$ cat src/rtl/seg_pkg.sv
// Shared constants, converter state type and the BCD add-3 helper for the
// seven-segment scan driver.
package seg_pkg;

  localparam logic [4:0]  CODE_BLANK  = 5'd16;
  localparam logic [4:0]  CODE_DASH   = 5'd17;
  localparam int          NUM_DIGITS  = 4;
  localparam logic [15:0] MAX_DISPLAY = 16'd9999;

  typedef enum logic [1:0] {
    IDLE  = 2'd0,
    SHIFT = 2'd1,
    DONE  = 2'd2
  } conv_state_e;

  // Double-dabble correction: every nibble of 5 or more gets 3 added before the shift.
  function automatic logic [15:0] bcd_adjust(input logic [15:0] bcd);
    logic [15:0] res;
    res = bcd;
    for (int k = 0; k < NUM_DIGITS; k++) begin
      if (bcd[4*k +: 4] >= 4'd5) res[4*k +: 4] = bcd[4*k +: 4] + 4'd3;
    end
    return res;
  endfunction

endpackage

$ cat src/rtl/seg_scan_driver_if.sv
// Bundle between the score logic (master) and the scan driver (slave).
interface seg_scan_driver_if;
  import seg_pkg::*;

  // No handshake: value and en are level-sampled every cycle; an, digit_holder
  // and busy are registered and valid on every cycle.
  logic [15:0] value;
  logic        en;
  logic [3:0]  an;
  logic [4:0]  digit_holder;
  logic        busy;
  conv_state_e conv_state;

  modport master (
    output value, en,
    input  an, digit_holder, busy, conv_state
  );

  modport slave (
    input  value, en,
    output an, digit_holder, busy, conv_state
  );

endinterface

$ cat src/rtl/seg_scan_driver_bin2bcd_seq.sv
// Sequential double-dabble converter: 1 capture cycle, 16 shift cycles, 1 done
// cycle, repeating back-to-back.
module bin2bcd_seq
  import seg_pkg::*;
(
  input  logic        clk,
  input  logic        rst,
  input  logic [15:0] bin,
  output logic [15:0] bcd,
  output logic        ovf,
  output logic        done,
  output logic        busy,
  output conv_state_e state
);

  conv_state_e state_q;
  logic [3:0]  cnt_q;
  logic [15:0] bin_q;
  logic [15:0] bcd_q;
  logic        ovf_q;
  logic        done_q;
  logic        busy_q;
  logic [31:0] shift_d;

  assign shift_d = {bcd_adjust(bcd_q), bin_q} << 1;

  always_ff @(posedge clk) begin
    if (rst) begin
      state_q <= IDLE;
      cnt_q   <= 4'd0;
      bin_q   <= 16'd0;
      bcd_q   <= 16'd0;
      ovf_q   <= 1'b0;
      done_q  <= 1'b0;
      busy_q  <= 1'b0;
    end else begin
      case (state_q)
        IDLE: begin
          bin_q   <= bin;
          bcd_q   <= 16'd0;
          ovf_q   <= (bin > MAX_DISPLAY);
          cnt_q   <= 4'd0;
          busy_q  <= 1'b1;
          done_q  <= 1'b0;
          state_q <= SHIFT;
        end
        SHIFT: begin
          {bcd_q, bin_q} <= shift_d;
          cnt_q          <= cnt_q + 4'd1;
          if (cnt_q == 4'd15) begin
            done_q  <= 1'b1;
            state_q <= DONE;
          end
        end
        DONE: begin
          done_q  <= 1'b0;
          busy_q  <= 1'b0;
          state_q <= IDLE;
        end
        default: begin
          done_q  <= 1'b0;
          busy_q  <= 1'b0;
          state_q <= IDLE;
        end
      endcase
    end
  end

  assign bcd   = bcd_q;
  assign ovf   = ovf_q;
  assign done  = done_q;
  assign busy  = busy_q;
  assign state = state_q;

endmodule

$ cat src/rtl/seg_scan_driver.sv
// Four-digit seven-segment scan driver: BCD conversion, leading-zero blanking,
// overflow dashes and anode multiplexing with registered outputs.
module seg_scan_driver
  import seg_pkg::*;
#(
  parameter int TICKS_PER_DIGIT = 100000,
  parameter bit LZ_BLANK        = 1'b1
) (
  input logic              clk,
  input logic              rst,
  seg_scan_driver_if.slave bus
);

  localparam int TW = (TICKS_PER_DIGIT > 2) ? $clog2(TICKS_PER_DIGIT) : 1;
  localparam logic [TW-1:0] TICK_MAX = TW'(TICKS_PER_DIGIT - 1);

  logic [15:0] bcd;
  logic        ovf;
  logic        conv_done;
  logic        conv_busy;
  conv_state_e conv_state;

  bin2bcd_seq u_conv (
    .clk   (clk),
    .rst   (rst),
    .bin   (bus.value),
    .bcd   (bcd),
    .ovf   (ovf),
    .done  (conv_done),
    .busy  (conv_busy),
    .state (conv_state)
  );

  logic [4:0]    disp_q [NUM_DIGITS];
  logic [4:0]    disp_d [NUM_DIGITS];
  logic          lead_zero;
  logic [TW-1:0] tick_q;
  logic [1:0]    idx_q;
  logic [3:0]    an_q;
  logic [4:0]    digit_q;

  // Blank from the top down while nibbles stay zero; digit 0 always shows.
  always_comb begin
    lead_zero = 1'b1;
    for (int k = 0; k < NUM_DIGITS; k++) begin
      disp_d[k] = ovf ? CODE_DASH : {1'b0, bcd[4*k +: 4]};
    end
    if (LZ_BLANK && !ovf) begin
      for (int k = NUM_DIGITS - 1; k >= 1; k--) begin
        if (lead_zero && (bcd[4*k +: 4] == 4'd0)) disp_d[k] = CODE_BLANK;
        else                                      lead_zero = 1'b0;
      end
    end
  end

  always_ff @(posedge clk) begin
    if (rst) begin
      for (int k = 1; k < NUM_DIGITS; k++) disp_q[k] <= CODE_BLANK;
      disp_q[0] <= 5'd0;
    end else if (conv_done) begin
      for (int k = 0; k < NUM_DIGITS; k++) disp_q[k] <= disp_d[k];
    end
  end

  // Scan position keeps running while disabled so re-enable resumes mid-slot.
  always_ff @(posedge clk) begin
    if (rst) begin
      tick_q <= '0;
      idx_q  <= 2'd0;
    end else if (tick_q == TICK_MAX) begin
      tick_q <= '0;
      idx_q  <= idx_q + 2'd1;
    end else begin
      tick_q <= tick_q + TW'(1);
    end
  end

  always_ff @(posedge clk) begin
    if (rst) begin
      an_q    <= 4'b1111;
      digit_q <= CODE_BLANK;
    end else if (bus.en) begin
      an_q    <= ~(4'b0001 << idx_q);
      digit_q <= disp_q[idx_q];
    end else begin
      an_q    <= 4'b1111;
      digit_q <= CODE_BLANK;
    end
  end

  assign bus.an           = an_q;
  assign bus.digit_holder = digit_q;
  assign bus.busy         = conv_busy;
  assign bus.conv_state   = conv_state;

endmodule

$ cat src/flat_wrapper.sv
// flat-port wrapper written by rule: the top's interface ports become plain ports
module seg_scan_driver_flat import seg_pkg::*;
#(
  parameter int TICKS_PER_DIGIT = 100000,
  parameter bit LZ_BLANK        = 1'b1
)
  (clk, rst, bus_value, bus_en, bus_an, bus_digit_holder, bus_busy, bus_conv_state);
  seg_scan_driver_if bus_i ();
  input logic clk;
  input logic rst;
  input wire logic [$bits(bus_i.value)-1:0] bus_value;
  input wire logic [$bits(bus_i.en)-1:0] bus_en;
  output wire logic [$bits(bus_i.an)-1:0] bus_an;
  output wire logic [$bits(bus_i.digit_holder)-1:0] bus_digit_holder;
  output wire logic [$bits(bus_i.busy)-1:0] bus_busy;
  output wire logic [$bits(bus_i.conv_state)-1:0] bus_conv_state;
  assign bus_i.value = bus_value;
  assign bus_i.en = bus_en;
  assign bus_an = bus_i.an;
  assign bus_digit_holder = bus_i.digit_holder;
  assign bus_busy = bus_i.busy;
  assign bus_conv_state = bus_i.conv_state;
  seg_scan_driver #(.TICKS_PER_DIGIT(TICKS_PER_DIGIT), .LZ_BLANK(LZ_BLANK)) u_core (.clk(clk), .rst(rst), .bus(bus_i));
endmodule
$ cat config.mk
export PLATFORM = sky130hd
export DESIGN_NAME = seg_scan_driver_flat
export DESIGN_NICKNAME = d
export VERILOG_FILES = /design/src/rtl/seg_pkg.sv /design/src/rtl/seg_scan_driver_if.sv /design/src/rtl/seg_scan_driver_bin2bcd_seq.sv /design/src/rtl/seg_scan_driver.sv /design/src/flat_wrapper.sv
export SDC_FILE = /design/constraint.sdc
export NUM_CORES = 1
export LEC_CHECK = 0
export ABC_AREA = 1
export BUFFER_PORTS_ARGS = -buffer_cell sky130_fd_sc_hd__buf_2
export CAP_MARGIN = 10
export CORE_ASPECT_RATIO = 0.7
export CORE_MARGIN = 8
export CORE_UTILIZATION = 35
export CTS_CLUSTER_SIZE = 16
export DETAILED_ROUTE_END_ITERATION = 12
export GPL_TIMING_DRIVEN = 0
export MAX_ROUTING_LAYER = met4
export PLACE_DENSITY = 0.51
export SKIP_LAST_GASP = 1
export SLEW_MARGIN = 0
export SYNTH_ARGS = -nofsm -noshare
export SYNTH_HDL_FRONTEND = slang
export SYNTH_SLANG_ARGS = --single-unit
export TNS_END_PERCENT = 1
$ cat constraint.sdc
create_clock -name clk -period 1.65 [get_ports clk]
set_input_delay 0.2475 -clock clk [delete_from_list [all_inputs] [get_ports clk]]
set_output_delay 0.2475 -clock clk [all_outputs]
set_load 0.1 [all_outputs]
==> summary.txt <==
Status
  – Status: finished clean

Timing
  – Final hold vios: 0
  – Least-Margin Pin Slew: 0.6685 ns
  – Post-route clock period utilization: 91.05%
  – Slew Limit Headroom: 55.38%
  – Final Max Slew Viols: 0
  – Clock skew: 0.008764 ns
  – Setup violators final: 0
  – Setup TNS Final: 0 ns
  – Unrepaired setup endpoints after global routing: false
  – WHS: 0.1822 ns
  – Final worst path period need: 1.502 ns
  – Setup ws final: 0.1477 ns
  – Max frequency: 665.7 MHz

Finish
  – Antenna Cells: 0
  – Fillers: 1193
  – Fin area: 4778 sq um
  – Multi-input gate area: 1808 sq um
  – Layout cells sized above 1: 14.03%
  – Non-filler instance count after layout: 720
  – Area delta synth->final: 16.72%
  – Fin nets: 593
  – Final core occ: 41.33%
  – Register area: 1934 sq um

Clocking
  – Worst-Skew Late Latency: 0.34 ns
  – CTS Hold Buffers Added: 0
  – Clk pin slew, worst setup/hold paths: 0.06 ns
  – CTS Root Cell: clkbuf_16
  – Clock sink total: 89
  – Post-CTS Setup Inserts: 0
  – Post-CTS sizing: 0
  – TritonCTS Buffers: 9
  – H-tree depth: 3
  – TritonCTS clock tree: done
  – CTS max path bufs: 2

Place
  – IO buf count: 29
  – HPWL after detailed placement: 6.943 mm
  – Cell Area, Placed: 4438 sq um
  – Placed cells: 704
  – Placer Congestion: 0.8280
  – Placement Setup Slack: 0.07802 ns

Die
  – Chip Width: 145.3 um
  – Die area: 15470 sq um
  – Number of core rows: 33
  – Initial Utilization: 35.41%
  – Die Y: 106.5 um
  – IO Count: 31
  – Core outline area: 11560 sq um

Yosys
  – Synth area leaders: dfxtp_1 36%, edfxtp_1 11%, nand2_1 10%, inv_1 6.3%, nor2_1 5.5%
  – Yosys top cell area share: 36.19%
  – Synth top cells by count: 110 x nand2_1, 74 x dfxtp_1, 69 x inv_1
  – Netlist cell types: 38
  – Post-synthesis mux area share: 0%
  – Most common cell in the netlist: nand2_1
  – Fraction of the yosys area taken by sequential cells: 47.19%
  – Main combinational cell family by area after synthesis: simple AND/OR/NAND/NOR gates
  – Synth warnings: 0
  – Mean Syn Cell Area: 7.903 sq um
  – Post-synthesis xor/xnor area fraction: 1.498%
  – Simple-Gate Fraction of Synth Area: 24.82%
  – Syn Nets: 553
  – Synth Register Bits: 89
  – Leading area contributor after synthesis: dfxtp_1
  – Compound-Gate Fraction of Synth Area: 12.78%
  – Cells after synthesis: 518
  – Ys async rst share: 0%
  – Synth Area in Adders: 4.890%
  – Post-synth EDFFs: 15
  – Ys flop type: dfxtp_1
  – Synthesized area: 4094 sq um

Global routing
  – GRT Residual Overflow: 0
  – Antenna violations before repair: 0
  – First-pass GRT wire length: 15.37 mm
  – Vias in the first global route: 3107
  – Gr usage total: 12.55%
  – Largest net degree at the start of global routing: 19

Critical path
  – CP Class: reg2reg
  – Req. time, crit path: 1.74 ns
  – Crit start category: flip-flop
  – CP max FO: 5
  – Crit end category: flip-flop
  – Critical Path AT: 1.59 ns
  – R2R Setup Slk: 0.15 ns
  – R2R depth: 7
  – Critical R2R Capture: u_core.disp_q[1][1]$_SDFFCE_PN0P_
  – R2r startpoint: u_core.u_conv.bcd[8]$_SDFFE_PP0P_

Detailed routing
  – Via Count: 3353
  – Vias per cell: 4.657
  – Final wirelength: 9.296 mm
  – Detailed-route DRC error count: 0
  – Iteration-0 DRC Markers: 196
  – DR pass1 iterations: 5
  – ANT nets after route: 0
  – Wirelength per Cell: 12.91 um

Min path
  – Worst min path class: in2reg
  – Min-delay src: rst
  – Hold Path Depth: 2
  – WHS Endpoint: u_core.u_conv.cnt_q[0]$_SDFFE_PP0P_

Pwr
  – Total Power: 4.797 mW
  – Worst vdd ir: 0.5228 mV
  – Pwr Density: 1004 nW/um^2
  – Pleak: 1.979 nW

Flow run
  – # Max-Cap Violations: 0
-- worst max-delay path by stage --
stage                     cells past startpoint  slack (ns)                                start                            endpoint
after floorplan                               6        0.22  u_core.u_conv.state[1]$_SDFFE_PP0P_  u_core.u_conv.bcd[11]$_SDFFE_PP0P_
after global placement                        7        0.09   u_core.u_conv.bcd[13]$_SDFFE_PP0P_   u_core.disp_q[1][1]$_SDFFCE_PN0P_
after detailed placement                      7        0.08   u_core.u_conv.bcd[13]$_SDFFE_PP0P_   u_core.disp_q[1][1]$_SDFFCE_PN0P_
after CTS                                     7        0.07   u_core.u_conv.bcd[13]$_SDFFE_PP0P_   u_core.disp_q[1][1]$_SDFFCE_PN0P_
after global routing                          7        0.02   u_core.u_conv.bcd[12]$_SDFFE_PP0P_   u_core.disp_q[1][1]$_SDFFCE_PN0P_
final                                         7        0.15    u_core.u_conv.bcd[8]$_SDFFE_PP0P_   u_core.disp_q[1][1]$_SDFFCE_PN0P_
-- per-layer routing --
metal,global-route usage [%],vias up,routed length [um]
li1,-,1760,-
met1,17.33,1525,5024
met2,17.55,61,3757
met3,3.224,7,419
met4,3.775,0,94
met5,-,-,0
-- sequential cells by signal, summed over array words and instances, names as in the netlist --
name and cells:
u_core.u_conv.done 1, u_core.u_conv.cnt_q 4, u_core.u_conv.bin_q 16, u_core.u_conv.state 2, u_core.bus.digit_holder 5, u_core.disp_q 20, u_core.idx_q 2, u_core.u_conv.ovf 1
u_core.tick_q 17, u_core.u_conv.bcd 16, u_core.bus.an 4, u_core.u_conv.busy 1
-- cells by family (layout without fill, tap and decap cells) --
group	count (synthesis)	after routing
adders and majority gates	16	16
DFF	89	89
buffers and inverters	85	130
and+or+nand+nor	228	228
AOI/OAI and AO/OA	93	93
xor gates and xnor gates	7	7
-- placed cells by master, fill, tap and decap left out, types with 4 or more instances in the layout --
cell type  synthesis  layout
dfxtp_1           74      72
a21oi_1           32      32
buf_2              4      33
o22ai_1            7       7
clkbuf_16          0       9
o211ai_1           4       4
o21ai_0           37      37
nand4_1            5       5
inv_1             69      69
nor2_4             4       4
nand2_1          110     109
nand3_1           28      28
nor2_1            60      59
xor2_1             6       6
nand2_2            3       4
a22oi_1            7       7
nor3_1             5       5
edfxtp_1          15      15
ha_1              16      15
-- cell type report --
| cell class | instances | area share, % |
|---|---|---|
| Sequential cell | 89 | 40.48 |
| Multi-Input combinational cell | 344 | 37.84 |
| Inverter | 74 | 5.970 |
| Clock buffer | 12 | 5.368 |
| Tap cell | 157 | 4.111 |
| Timing Repair Buffer | 29 | 3.037 |
| Clock inverter | 4 | 1.597 |
| Buffer | 11 | 1.597 |
-- power breakdown --
part	switching [mW]	internal [mW]	total [mW]	leakage (nW)
combinational	0.182	0.0758	0.258	1.07
sequential	0.0288	2.26	2.29	0.750
clock	0.840	1.41	2.25	0.159
total	1.05	3.75	4.80	1.98
-- critical path: stages, from the launching register on --
cell	delay [ns]
dfxtp_1	0.34
inv_1	0.20
ha_1	0.19
nand3_1	0.11
nor2_2	0.12
nand3_1	0.11
nand2_2	0.12
nor2_1	0.06
Note: power is estimated with default switching activity, not from simulation.
